==> src/rtl/mem_pkg.sv <==
// Shared types for the memory access sequencer: command opcodes and FSM states.
package mem_pkg;

  localparam logic [1:0] OP_ENC_LOAD  = 2'b00;
  localparam logic [1:0] OP_ENC_STORE = 2'b01;
  localparam logic [1:0] OP_ENC_COPY  = 2'b10;
  localparam logic [1:0] OP_ENC_FILL  = 2'b11;

  typedef enum logic [1:0] {
    OP_LOAD  = OP_ENC_LOAD,
    OP_STORE = OP_ENC_STORE,
    OP_COPY  = OP_ENC_COPY,
    OP_FILL  = OP_ENC_FILL
  } op_t;

  typedef enum logic [2:0] {
    ST_IDLE,
    ST_LOAD,
    ST_STORE,
    ST_CP_RD,
    ST_CP_WR,
    ST_FILL
  } state_t;

endpackage

==> src/rtl/mem_access_unit.sv <==
// Sequencer in front of data_mem: runs single loads/stores and block copy/fill
// commands, one at a time, and returns one response pulse per command.
// The DataIn register doubles as the copy byte register: a byte read in CP_RD
// lands directly in DataIn for the following CP_WR cycle.
module mem_access_unit
  import mem_pkg::*;
#(
  parameter int AW = 8,
  parameter int DW = 8
) (
  input  logic          CLK,
  input  logic          reset,
  input  logic          req_valid,
  output logic          req_ready,
  input  logic [1:0]    req_op,
  input  logic [AW-1:0] req_addr,
  input  logic [AW-1:0] req_src,
  input  logic [DW-1:0] req_data,
  input  logic [7:0]    req_len,
  output logic          resp_valid,
  output logic [DW-1:0] resp_data,
  output logic          busy,
  output logic [AW-1:0] DataAddress,
  output logic          ReadMem,
  output logic          WriteMem,
  output logic [DW-1:0] DataIn,
  input  logic [DW-1:0] DataOut
);

  state_t        r_state, w_state_next;
  logic [7:0]    r_idx, w_idx_next;
  logic [7:0]    r_len, w_len_next;
  logic [AW-1:0] r_dst, w_dst_next;
  logic [AW-1:0] r_src, w_src_next;
  logic          r_read, w_read_next;
  logic          r_write, w_write_next;
  logic [AW-1:0] r_addr, w_addr_next;
  logic [DW-1:0] r_din, w_din_next;
  logic          r_resp_valid, w_resp_valid_next;
  logic [DW-1:0] r_resp_data, w_resp_data_next;

  op_t           w_op;
  logic [7:0]    w_idx_inc;
  logic          w_last;

  assign w_op      = op_t'(req_op);
  assign w_idx_inc = r_idx + 8'd1;
  assign w_last    = (w_idx_inc == r_len);

  assign req_ready   = (r_state == ST_IDLE);
  assign busy        = ~req_ready;
  assign resp_valid  = r_resp_valid;
  assign resp_data   = r_resp_data;
  assign DataAddress = r_addr;
  assign ReadMem     = r_read;
  assign WriteMem    = r_write;
  assign DataIn      = r_din;

  // Next-state and next memory-port values; strobes and response default low.
  always_comb begin
    w_state_next      = r_state;
    w_idx_next        = r_idx;
    w_len_next        = r_len;
    w_dst_next        = r_dst;
    w_src_next        = r_src;
    w_read_next       = 1'b0;
    w_write_next      = 1'b0;
    w_addr_next       = r_addr;
    w_din_next        = r_din;
    w_resp_valid_next = 1'b0;
    w_resp_data_next  = r_resp_data;
    unique case (r_state)
      ST_IDLE: begin
        if (req_valid) begin
          w_dst_next = req_addr;
          w_src_next = req_src;
          w_len_next = req_len;
          w_idx_next = '0;
          case (w_op)
            OP_LOAD: begin
              w_state_next = ST_LOAD;
              w_read_next  = 1'b1;
              w_addr_next  = req_addr;
            end
            OP_STORE: begin
              w_state_next = ST_STORE;
              w_write_next = 1'b1;
              w_addr_next  = req_addr;
              w_din_next   = req_data;
            end
            OP_COPY: begin
              if (req_len == 8'd0) begin
                w_resp_valid_next = 1'b1;
                w_resp_data_next  = '0;
              end else begin
                w_state_next = ST_CP_RD;
                w_read_next  = 1'b1;
                w_addr_next  = req_src;
              end
            end
            OP_FILL: begin
              if (req_len == 8'd0) begin
                w_resp_valid_next = 1'b1;
                w_resp_data_next  = '0;
              end else begin
                w_state_next = ST_FILL;
                w_write_next = 1'b1;
                w_addr_next  = req_addr;
                w_din_next   = req_data;
              end
            end
          endcase
        end
      end
      ST_LOAD: begin
        w_state_next      = ST_IDLE;
        w_resp_valid_next = 1'b1;
        w_resp_data_next  = DataOut;
      end
      ST_STORE: begin
        w_state_next      = ST_IDLE;
        w_resp_valid_next = 1'b1;
        w_resp_data_next  = '0;
      end
      ST_CP_RD: begin
        w_state_next = ST_CP_WR;
        w_write_next = 1'b1;
        w_addr_next  = r_dst + AW'(r_idx);
        w_din_next   = DataOut;
      end
      ST_CP_WR: begin
        w_idx_next = w_idx_inc;
        if (w_last) begin
          w_state_next      = ST_IDLE;
          w_resp_valid_next = 1'b1;
          w_resp_data_next  = DW'(r_len);
        end else begin
          w_state_next = ST_CP_RD;
          w_read_next  = 1'b1;
          w_addr_next  = r_src + AW'(w_idx_inc);
        end
      end
      ST_FILL: begin
        w_idx_next = w_idx_inc;
        if (w_last) begin
          w_state_next      = ST_IDLE;
          w_resp_valid_next = 1'b1;
          w_resp_data_next  = DW'(r_len);
        end else begin
          w_write_next = 1'b1;
          w_addr_next  = r_dst + AW'(w_idx_inc);
        end
      end
      default: w_state_next = ST_IDLE;
    endcase
  end

  // State, latched command fields and registered memory-port outputs.
  always_ff @(posedge CLK) begin
    if (reset) begin
      r_state      <= ST_IDLE;
      r_idx        <= '0;
      r_len        <= '0;
      r_dst        <= '0;
      r_src        <= '0;
      r_read       <= 1'b0;
      r_write      <= 1'b0;
      r_addr       <= '0;
      r_din        <= '0;
      r_resp_valid <= 1'b0;
      r_resp_data  <= '0;
    end else begin
      r_state      <= w_state_next;
      r_idx        <= w_idx_next;
      r_len        <= w_len_next;
      r_dst        <= w_dst_next;
      r_src        <= w_src_next;
      r_read       <= w_read_next;
      r_write      <= w_write_next;
      r_addr       <= w_addr_next;
      r_din        <= w_din_next;
      r_resp_valid <= w_resp_valid_next;
      r_resp_data  <= w_resp_data_next;
    end
  end

endmodule

==> config.mk <==
export PLATFORM = sky130hd
export DESIGN_NAME = mem_access_unit
export DESIGN_NICKNAME = d
export VERILOG_FILES = /design/src/rtl/mem_pkg.sv /design/src/rtl/mem_access_unit.sv
export SDC_FILE = /design/constraint.sdc
export NUM_CORES = 1
export LEC_CHECK = 0
export CAP_MARGIN = 10
export CORE_MARGIN = 2
export CORE_UTILIZATION = 40
export DETAILED_ROUTE_END_ITERATION = 8
export GPL_TIMING_DRIVEN = 0
export PLACE_DENSITY = 0.69
export SETUP_SLACK_MARGIN = 0.2
export SLEW_MARGIN = 20
export SYNTH_ARGS = -nofsm -noshare
export SYNTH_HDL_FRONTEND = slang
export SYNTH_SLANG_ARGS = --single-unit
==> constraint.sdc <==
create_clock -name CLK -period 5.7 [get_ports CLK]
set_clock_uncertainty 0.2 [all_clocks]
set_input_delay 0.57 -clock CLK [delete_from_list [all_inputs] [get_ports CLK]]
set_output_delay 0.57 -clock CLK [all_outputs]
set_load 0.02 [all_outputs]
==> Word-level counts from Yosys, hierarchy flattened <==
Cells that the tools add are included.
{ "totals": {"regBits": 62, "latch_bits": 0, "mem_bits_rw": 0, "romBits": 0, "input_bits": 45, "output_inout_bits": 29, "word_cells": 90, "memories": 0} }
{ "classes": {"addsub": 4, "n_mul": 0, "div": 0, "magnitude_cmp": 0, "n_eq_ne": 19, "shifts": 0, "n_mux": 38, "bitwise": 1, "n_reduce_logical": 17} }
{ "ops": {"columns": ["cell", "count"], "rows": [
  ["two-way mux 8 bit", 12],
  ["case mux 8 bit (4 select lines)", 2],
  ["case mux 8 bit (2 select lines)", 3],
  ["adder 8 bit", 3],
  ["case mux 3 bit (4 select lines)", 2],
  ["case mux 8 bit (3 select lines)", 1],
  ["two-way mux 3 bit", 4],
  ["inequality test 2 bit, second input constant", 5],
  ["adder 8 x 1 -> 8 bit, second input constant", 1],
  ["equality test 8 bit", 1],
  ["logical NOT 8 bit", 1],
  ["two-way mux 1 bit", 8],
  ["AND reduction 4 bit", 2],
  ["nonzero test 4 bit", 2],
  ["OR reduction 2 bit", 4],
  ["equality test 3 x 2 -> 1 bit, second input constant", 2],
  ["equality test 3 bit, second input constant", 2],
  ["inequality test 3 bit, second input constant", 2],
  ["case mux 1 bit (2 select lines)", 3],
  ["case mux 1 bit (3 select lines)", 2],
  ["AND reduction 6 bit", 1],
  ["AND reduction 5 bit", 1],
  ["equality test 2 bit, second input constant", 2],
  ["inequality test 2 x 1 -> 1 bit, second input constant", 2],
  ["9 further kinds", 11]
]} }

==> Longest topological paths before layout <==
Gate-level depths: netlist (run 1).
{ "logic_depth": {"ltp_word": 5, "depth_mapped": 14, "depth_no_buf": 12} }

==> Worst setup path after synthesis (run 1) <==
Ideal clock, no wire load.
{ "synth_timing": {"kind": "register to register", "startpoint": "register r_state[2]", "endpoint": "register r_addr[6] (netlist: DataAddress[6])", "setup_ps": 135, "t_arrival_ps": 2746, "setup_slack_ps": 2620, "stages_incl_launch_ff": 14, "synth_period_minus_slack_ps": 3080, "cell_sequence": "dfxtp_1 nor2b_1 clkbuf_1 nand2_1 xnor2_1 ha_1 inv_1 fa_1 nor2b_1 o31a_1 o21a_1 or3_1 a31oi_1 a311oi_1"} }
{ "synth_between": {"elab_chain_cells": 3, "word_cells_on_any_way": 12, "cone_classes": "eq/ne (8); mux (1); reduce/logical (3)"} }
{ "synth_lines": {"columns": ["item", "line", "source"], "rows": [
  ["start: declaration", "mem_access_unit.sv:30", "state_t r_state, w_state_next;"],
  ["start signal: assignment", "mem_access_unit.sv:173", "r_state <= w_state_next;"],
  ["equality test 3 bit (tied with other cells)", "mem_access_unit.sv:72", "unique case (r_state)"],
  ["inequality test 2 bit (no line) (tied with other cells)", null, null],
  ["AND reduction 6 bit (no line)", null, null],
  ["end signal: assignment", "mem_access_unit.sv:180", "r_addr <= w_addr_next;"],
  ["end: declaration", "mem_access_unit.sv:37", "logic [AW-1:0] r_addr, w_addr_next;"]
]} }
Parallel ways exist; a longest one is shown, timed or not.
A chain may end at the register's enable or synchronous reset.

==> Worst setup path in the final report (run 1) <==
{ "layout_timing": {"startpoint": "register r_state[2]", "endpoint": "register r_addr[4] (netlist: DataAddress[4])"} }
The elaborated chain is that of the path after synthesis.

==> results of run 1 <==
[worst max-delay path: stages, from the launching register on]
cell      delay (ns)
dfxtp_1         0.47
nor2b_1         0.36
clkbuf_1        0.43
nand2_1         0.28
xnor2_1         0.23
ha_1            0.23
inv_1           0.07
fa_1            0.41
nor2b_1         0.17
o31a_1          0.18
a21oi_1         0.05
a221oi_1        0.41
a211oi_1        0.13
[Yosys cell counts, drive strengths merged, types with 3 or more instances]
master,number,share of area [%]
a22o,9,2.0
buf,11,1.8
a22oi,3,0.57
clkbuf,21,2.0
o21a,10,1.9
and4,3,0.79
inv,13,1.2
nand4,5,0.95
a31oi,3,0.47
a21oi,53,6.7
nor3,6,0.76
or3,6,0.95
nor2,34,3.2
a21o,3,0.57
nand2b,9,1.4
xor2,11,2.6
xnor2,17,4.2
mux2i,22,5.6
a211oi,14,2.7
nand3,18,2.4
nor2b,8,1.3
nor4,3,0.47
o21ai,15,2.0
dfxtp,62,31
a221oi,3,0.66
ha,20,6.3
nand2,80,7.6
[final timing paths]
| path | startpoint | to | slack, ns | cells after the start |
|---|---|---|---|---|
| hold / removal | r_src[7] | r_src[7] | 0.26 | 2 |
| setup reg to reg | r_state[2] | DataAddress[4] | 1.95 | 12 |
| hold reg to reg | r_src[7] | r_src[7] | 0.26 | 2 |
| setup / recovery | r_state[2] | DataAddress[4] | 1.95 | 12 |
[through the flow]
stage | setup slack [ns] | cells | utilization [%]
floorplan | 2.62 | 490 | -
global placement | 2.09 | 695 | 50.1
detailed placement | 2.07 | 695 | 50.1
CTS | 2.02 | 711 | 52.4
global route | 1.63 | 711 | 52.4
finish | 1.95 | 711 | 52.4
[power by group through the flow]
stage / combinational (uW) / sequential (uW) / clock [uW]
after floorplan: 162 / 510 / 0
after global placement: 297 / 494 / 0
after detailed placement: 299 / 495 / 0
after CTS: 301 / 485 / 444
after global routing: 329 / 488 / 464
final: 304 / 485 / 442
[routing by layer]
layer  vias to the layer above  share of wire, %
li1                       1915                 -
met1                      1831                46
met2                       151                46
met3                        29               5.8
met4                         0               2.7
met5                         -                 0
[registers in the layout, indices dropped and copies added, names as in the netlist]
| signal | count |
|---|---|
| DataAddress | 8 |
| DataIn | 8 |
| ReadMem | 1 |
| WriteMem | 1 |
| r_dst | 8 |
| r_idx | 8 |
| r_len | 8 |
| r_src | 8 |
| r_state | 3 |
| resp_data | 8 |
| resp_valid | 1 |
[layout make-up]
class / instances / area (um2)
fill: 927 / 4610
multi-input combinational: 383 / 2520
sequential: 62 / 1240
timing repair buffer: 72 / 721
tap: 133 / 166
buffer: 32 / 151
clock buffer: 9 / 124
clock inverter: 7 / 98.8
inverter: 13 / 48.8
[cells by family (layout without fill, tap and decap cells)]
group	Yosys count	after routing	share of synthesized area (%)
AOI/OAI and AO/OA	130	130	21.3
xor gates and xnor gates	30	30	7.98
adders and majority gates	22	22	7.32
buffers and inverters	45	133	5.05
DFF	62	62	31.3
muxes	24	24	6.12
and+or+nand+nor	177	177	20.9
==> reports/metrics.yaml, run 1 <==
global_route:
  grt_pass1_wl_um: 19400
  grt_util_all_layers_pct: 22.7
  first_global_vias: 3834
  use_met3_pct: 4.66
  top_usage_layer: "met2"
  gr-usage-met2_pct: 35.7
  grt_max_degree: 13
  antenna_found_initial: 0
  grt.met1_usage_pct: 30.1
  grt_overflow: 0
critical_path:
  cp-end-kind: "flip-flop"
  cp.required_ns: 5.72
  critPathMaxFanout: 10
  critPathKind: "reg -> reg"
  crit_arrival_ns: 3.76
  cp-start-kind: "flip-flop"
timing:
  finalHoldViolCount: 0
  setup_viol_count_final: 0
  fin_crit_ns: 3.75
  fin_hold_ws_ns: 0.265
  finalSetupTns_ns: 0
  period_share_pct: 65.7
  relSlewSlack_pct: 32.6
  grt_setup_unrepaired: "no"
  slew_viol_final: 0
  clock.fmax_mhz: 267
  worst_pin_slew_ns: 0.996
clock_network:
  cts_buffers: 9
  clock_path_buffers: 2
  clkTransAtPathRegs_ns: 0.08
  cts_sinks: 62
  cts_resized: 0
  root_buffer: "clkbuf_8"
  h-tree-depth: 3
  cts_tree: "yes"
  cts_hold_buffers: 0
  insertion_delay_ns: 0.36
  cts_setup_buffers: 0
pwr:
  total_power_uw: 1230
  p_int_uw: 847
  powerDensity_nw_per_um2: 243
  swShare_pct: 31.2
  p_comb_share_pct: 24.7
  seqPwrFrac_pct: 39.4
  pwr-share-clk_pct: 35.9
  power_switching_uw: 384
  p_leak_uw: 0.00204
  ir_drop_uv: 182
floorplanning:
  core_area_um2: 9680
  die_w_um: 104
  dieArea_um2: 10700
  fp-row-count: 36
  initial_core_util_pct: 40.9
  io_pins: 74
  dieHeight_um: 104
routing:
  antenna_left: 0
  via_per_inst: 5.52
  wirelength_um: 12000
  dr.pass1.iters: 7
  drc: 0
  num_vias: 3926
  routedWlPerCell_um: 16.8
  dr.first_iter.drc_count: 291
layout:
  layout_common_cells: "nand2_1 (80), clkdlybuf4s50_1 (72), dfxtp_1 (62)"
  nNetsFinal: 640
  final_common_cell: "nand2_1"
  drive_gt1_share_pct: 6.92
  n_antenna_cell: 0
  fin_area_um2: 5070
  area_growth_pct: 28.0
placement:
  hpwl_um: 9220
  io_buffers: 72
  placed_area_um2: 4850
  gp_congestion: 0.905
hold_path:
  min_path_type: "reg -> reg"
synth:
  yosysUniqueCellTypes: 56
  netlist_area_um2: 3970
  ys_seq_area_share_pct: 31.3
  synthCells: 490
  synth_warnings: 0
  synth_seq_cells: 62
  synth_nets: 557
  synth_edf_count: 0
  synthArstFlopShare_pct: 0
  syn_avg_cell_area_um2: 8.09
  ys.flop_type: "dfxtp_1"
run_status:
  status: "completed"
job:
  drv_cap: 0
No activity file was read; power rests on OpenSTA's default activity.
==> run 2: changes to the inputs <==
--- a/config.mk
+++ b/config.mk
@@ -10,7 +10,7 @@
 export CORE_UTILIZATION = 40
 export DETAILED_ROUTE_END_ITERATION = 8
 export GPL_TIMING_DRIVEN = 0
-export PLACE_DENSITY = 0.69
+export PLACE_DENSITY = 0.71
 export SETUP_SLACK_MARGIN = 0.2
 export SLEW_MARGIN = 20
 export SYNTH_ARGS = -nofsm -noshare
==> constraint.sdc (replaced) <==
create_clock -name CLK -period 3.41 [get_ports CLK]
set_clock_uncertainty 0.2 [all_clocks]
set_input_delay 0.341 -clock CLK [delete_from_list [all_inputs] [get_ports CLK]]
set_output_delay 0.341 -clock CLK [all_outputs]
set_load 0.02 [all_outputs]
==> run 2 against run 1 <==
  * Power grew 55%
  * Sequential share of layout area is essentially flat
  * Non-clock buffer count grew 2
  * Register-to-register slack lost 1.6 ns
  * Combinational power grew 69%
  * Worst setup slack lost 1.6 ns
  * Fmax grew 23%
  * Global-route usage shrank 0.23 points
  * Utilization is the same
  * Via count shrank 1.2%
==> reports/metrics.yaml, run 2 (synthesized netlist as in run 1, its figures left out) <==
run_status:
  status: "completed"  # unchanged
routing:
  num_vias: 3880  # was 3926
  routedLengthMet1_um: 5290  # was 5460 um
  dr.pass1.iters: 5  # was 7
  wirelength_um: 12100  # was 12000 um
  met3_length_um: 719  # was 699 um
  dr.first_iter.drc_count: 274  # was 291
  antenna_left: 0  # unchanged
  drc: 0  # unchanged
  highest_layer: "met4"  # unchanged
  wl_met2_um: 5880  # was 5480 um
  via_per_inst: 5.44  # was 5.52
  routedWlPerCell_um: 17.0  # was 16.8 um
global_route:
  antenna_found_initial: 0  # unchanged
  first_global_vias: 3683  # was 3834
  grt_overflow: 0  # unchanged
  grt_pass1_wl_um: 19200  # was 19400 um
  grt_util_all_layers_pct: 22.5  # was 22.7%
  grt_max_degree: 13  # unchanged
critical_path:
  crit_arrival_ns: 3.08  # was 3.76 ns
  cp-end-kind: "flip-flop"  # unchanged
  cp.required_ns: 3.43  # was 5.72 ns
  critPathKind: "reg -> reg"  # unchanged
  reg2reg_slack_ns: 0.35  # was 1.95 ns
  cp-start-kind: "flip-flop"  # unchanged
  critPathMaxFanout: 9  # was 10
clock_network:
  h-tree-depth: 3  # unchanged
  clock_path_buffers: 2  # unchanged
  root_buffer: "clkbuf_8"  # unchanged
  cts_buffers: 9  # unchanged
  clkTransAtPathRegs_ns: 0.08  # about the same
  cts_hold_buffers: 0  # unchanged
  cts_tree: "yes"  # unchanged
  cts_sinks: 62  # unchanged
  insertion_delay_ns: 0.35  # was 0.36 ns
floorplanning:
  dieArea_um2: 10700  # unchanged
  dieHeight_um: 104  # unchanged
  initial_core_util_pct: 40.9  # unchanged
  die_w_um: 104  # unchanged
  core_area_um2: 9680  # unchanged
  io_pins: 74  # unchanged
  fp-row-count: 36  # unchanged
placement:
  gp_congestion: 0.953  # was 0.905
  io_buffers: 72  # unchanged
  place_inst: 695  # unchanged
  hpwl_um: 9510  # was 9220 um
timing:
  clock.fmax_mhz: 327  # was 267 MHz
  slew_viol_final: 0  # unchanged
  worst_pin_slew_ns: 0.995  # was 0.996 ns
  finalSetupTns_ns: 0  # unchanged
  fin_crit_ns: 3.06  # was 3.75 ns
  relSlewSlack_pct: 32.6  # about the same
  fin_hold_ws_ns: 0.259  # was 0.265 ns
  setup_viol_count_final: 0  # unchanged
  period_share_pct: 89.7  # was 65.7%
  finalHoldViolCount: 0  # unchanged
  grt_setup_unrepaired: "yes"  # was no
pwr:
  total_power_uw: 1910  # was 1230 uW
  p_leak_uw: 0.00206  # was 0.00204 uW
  ir_drop_uv: 215  # was 182 uV
  powerDensity_nw_per_um2: 376  # was 243 nW/um2
job:
  drv_cap: 0  # unchanged
layout:
  instances_no_fill: 713  # was 711
  n_antenna_cell: 0  # unchanged
  final_util_pct: 52.4  # unchanged
  area_growth_pct: 28.0  # unchanged
  drive_gt1_share_pct: 8.79  # was 6.92%
  nNetsFinal: 642  # was 640
  fillers: 943  # was 927
  layout_common_cells: "nand2_1 (79), clkdlybuf4s50_1 (72), dfxtp_1 (61)"  # was nand2_1 (80), clkdlybuf4s50_1 (72), dfxtp_1 (62)
  final_common_cell: "nand2_1"  # unchanged
hold_path:
  min_path_type: "reg -> reg"  # unchanged
[run 2: cell types whose count changed in the layout (fill, tap and decap cells not counted), moves of 2 or more]
cell and change:
clkinv_4 -3, clkbuf_1 -4, clkinvlp_4 +3, clkbuf_2 +2, buf_4 +2, bufinv_16 -2
[run 2: repair_timing]
action	4_1_cts	5_1_grt
gates resized for setup	8	8
endpoints found under the setup margin	7	4
buffers inserted	0	2
gates cloned	0	0
pin swaps	0	1
[run 2: worst paths after layout]
kind                            startpoint              to  cells past startpoint
worst min register to register    r_src[7]        r_src[7]                      2
worst max-delay path              r_idx[1]  DataAddress[7]                     11
worst max register to register    r_idx[1]  DataAddress[7]                     11
worst min-delay path              r_src[7]        r_src[7]                      2
[run 2: layout make-up]
type / instances / area [um2] / share of cell area, %
Buffer: 32 / 163 / 3.21
Clock buffer: 9 / 124 / 2.44
Clock inverter: 7 / 48.8 / 0.962
Inverter: 13 / 48.8 / 0.962
Multi-Input combinational cell: 383 / 2550 / 50.2
Sequential cell: 62 / 1240 / 24.5
Tap cell: 133 / 166 / 3.28
Timing Repair Buffer: 74 / 736 / 14.5
[run 2: layer usage]
layer	vias up	track usage, %
met5	-	0
li1	1914	-
met2	131	39.2
met1	1817	28.5
met3	18	5.03
met4	0	4.73
[run 2: per-stage QoR]
| step | setup WS [ns] | area (um2) |
|---|---|---|
| after detailed placement | -0.256 | 4850 |
| after floorplan | 0.330 | 3970 |
| after global placement | -0.249 | 4850 |
| final | 0.352 | 5070 |
| after CTS | 0.260 | 5050 |
| after global routing | 0.185 | 5070 |
[run 2: where the power goes]
group	internal, uW	leakage (uW)	total (uW)	switching, uW
clock	263	0.0000776	583	320
combinational	230	0.00147	513	283
sequential	777	0.000508	813	36.5
total	1270	0.00206	1910	639
[run 2: worst max-delay path: stages, from the launching register on]
cell      delay (ns)
dfxtp_1         0.40
ha_1            0.29
nand3_2         0.24
nor2_1          0.18
xor2_1          0.26
ha_1            0.33
o21a_1          0.21
o21a_1          0.19
o22ai_2         0.20
xnor2_1         0.09
a222oi_1        0.22
o32ai_1         0.14
==> run 3: changes to the inputs <==
--- a/config.mk
+++ b/config.mk
@@ -5,6 +5,7 @@
 export SDC_FILE = /design/constraint.sdc
 export NUM_CORES = 1
 export LEC_CHECK = 0
+export ABC_AREA = 0
 export CAP_MARGIN = 10
 export CORE_MARGIN = 2
 export CORE_UTILIZATION = 40
==> results of run 3 <==
Same layout as run 2: the final DEF is identical, and so are final timing and power.
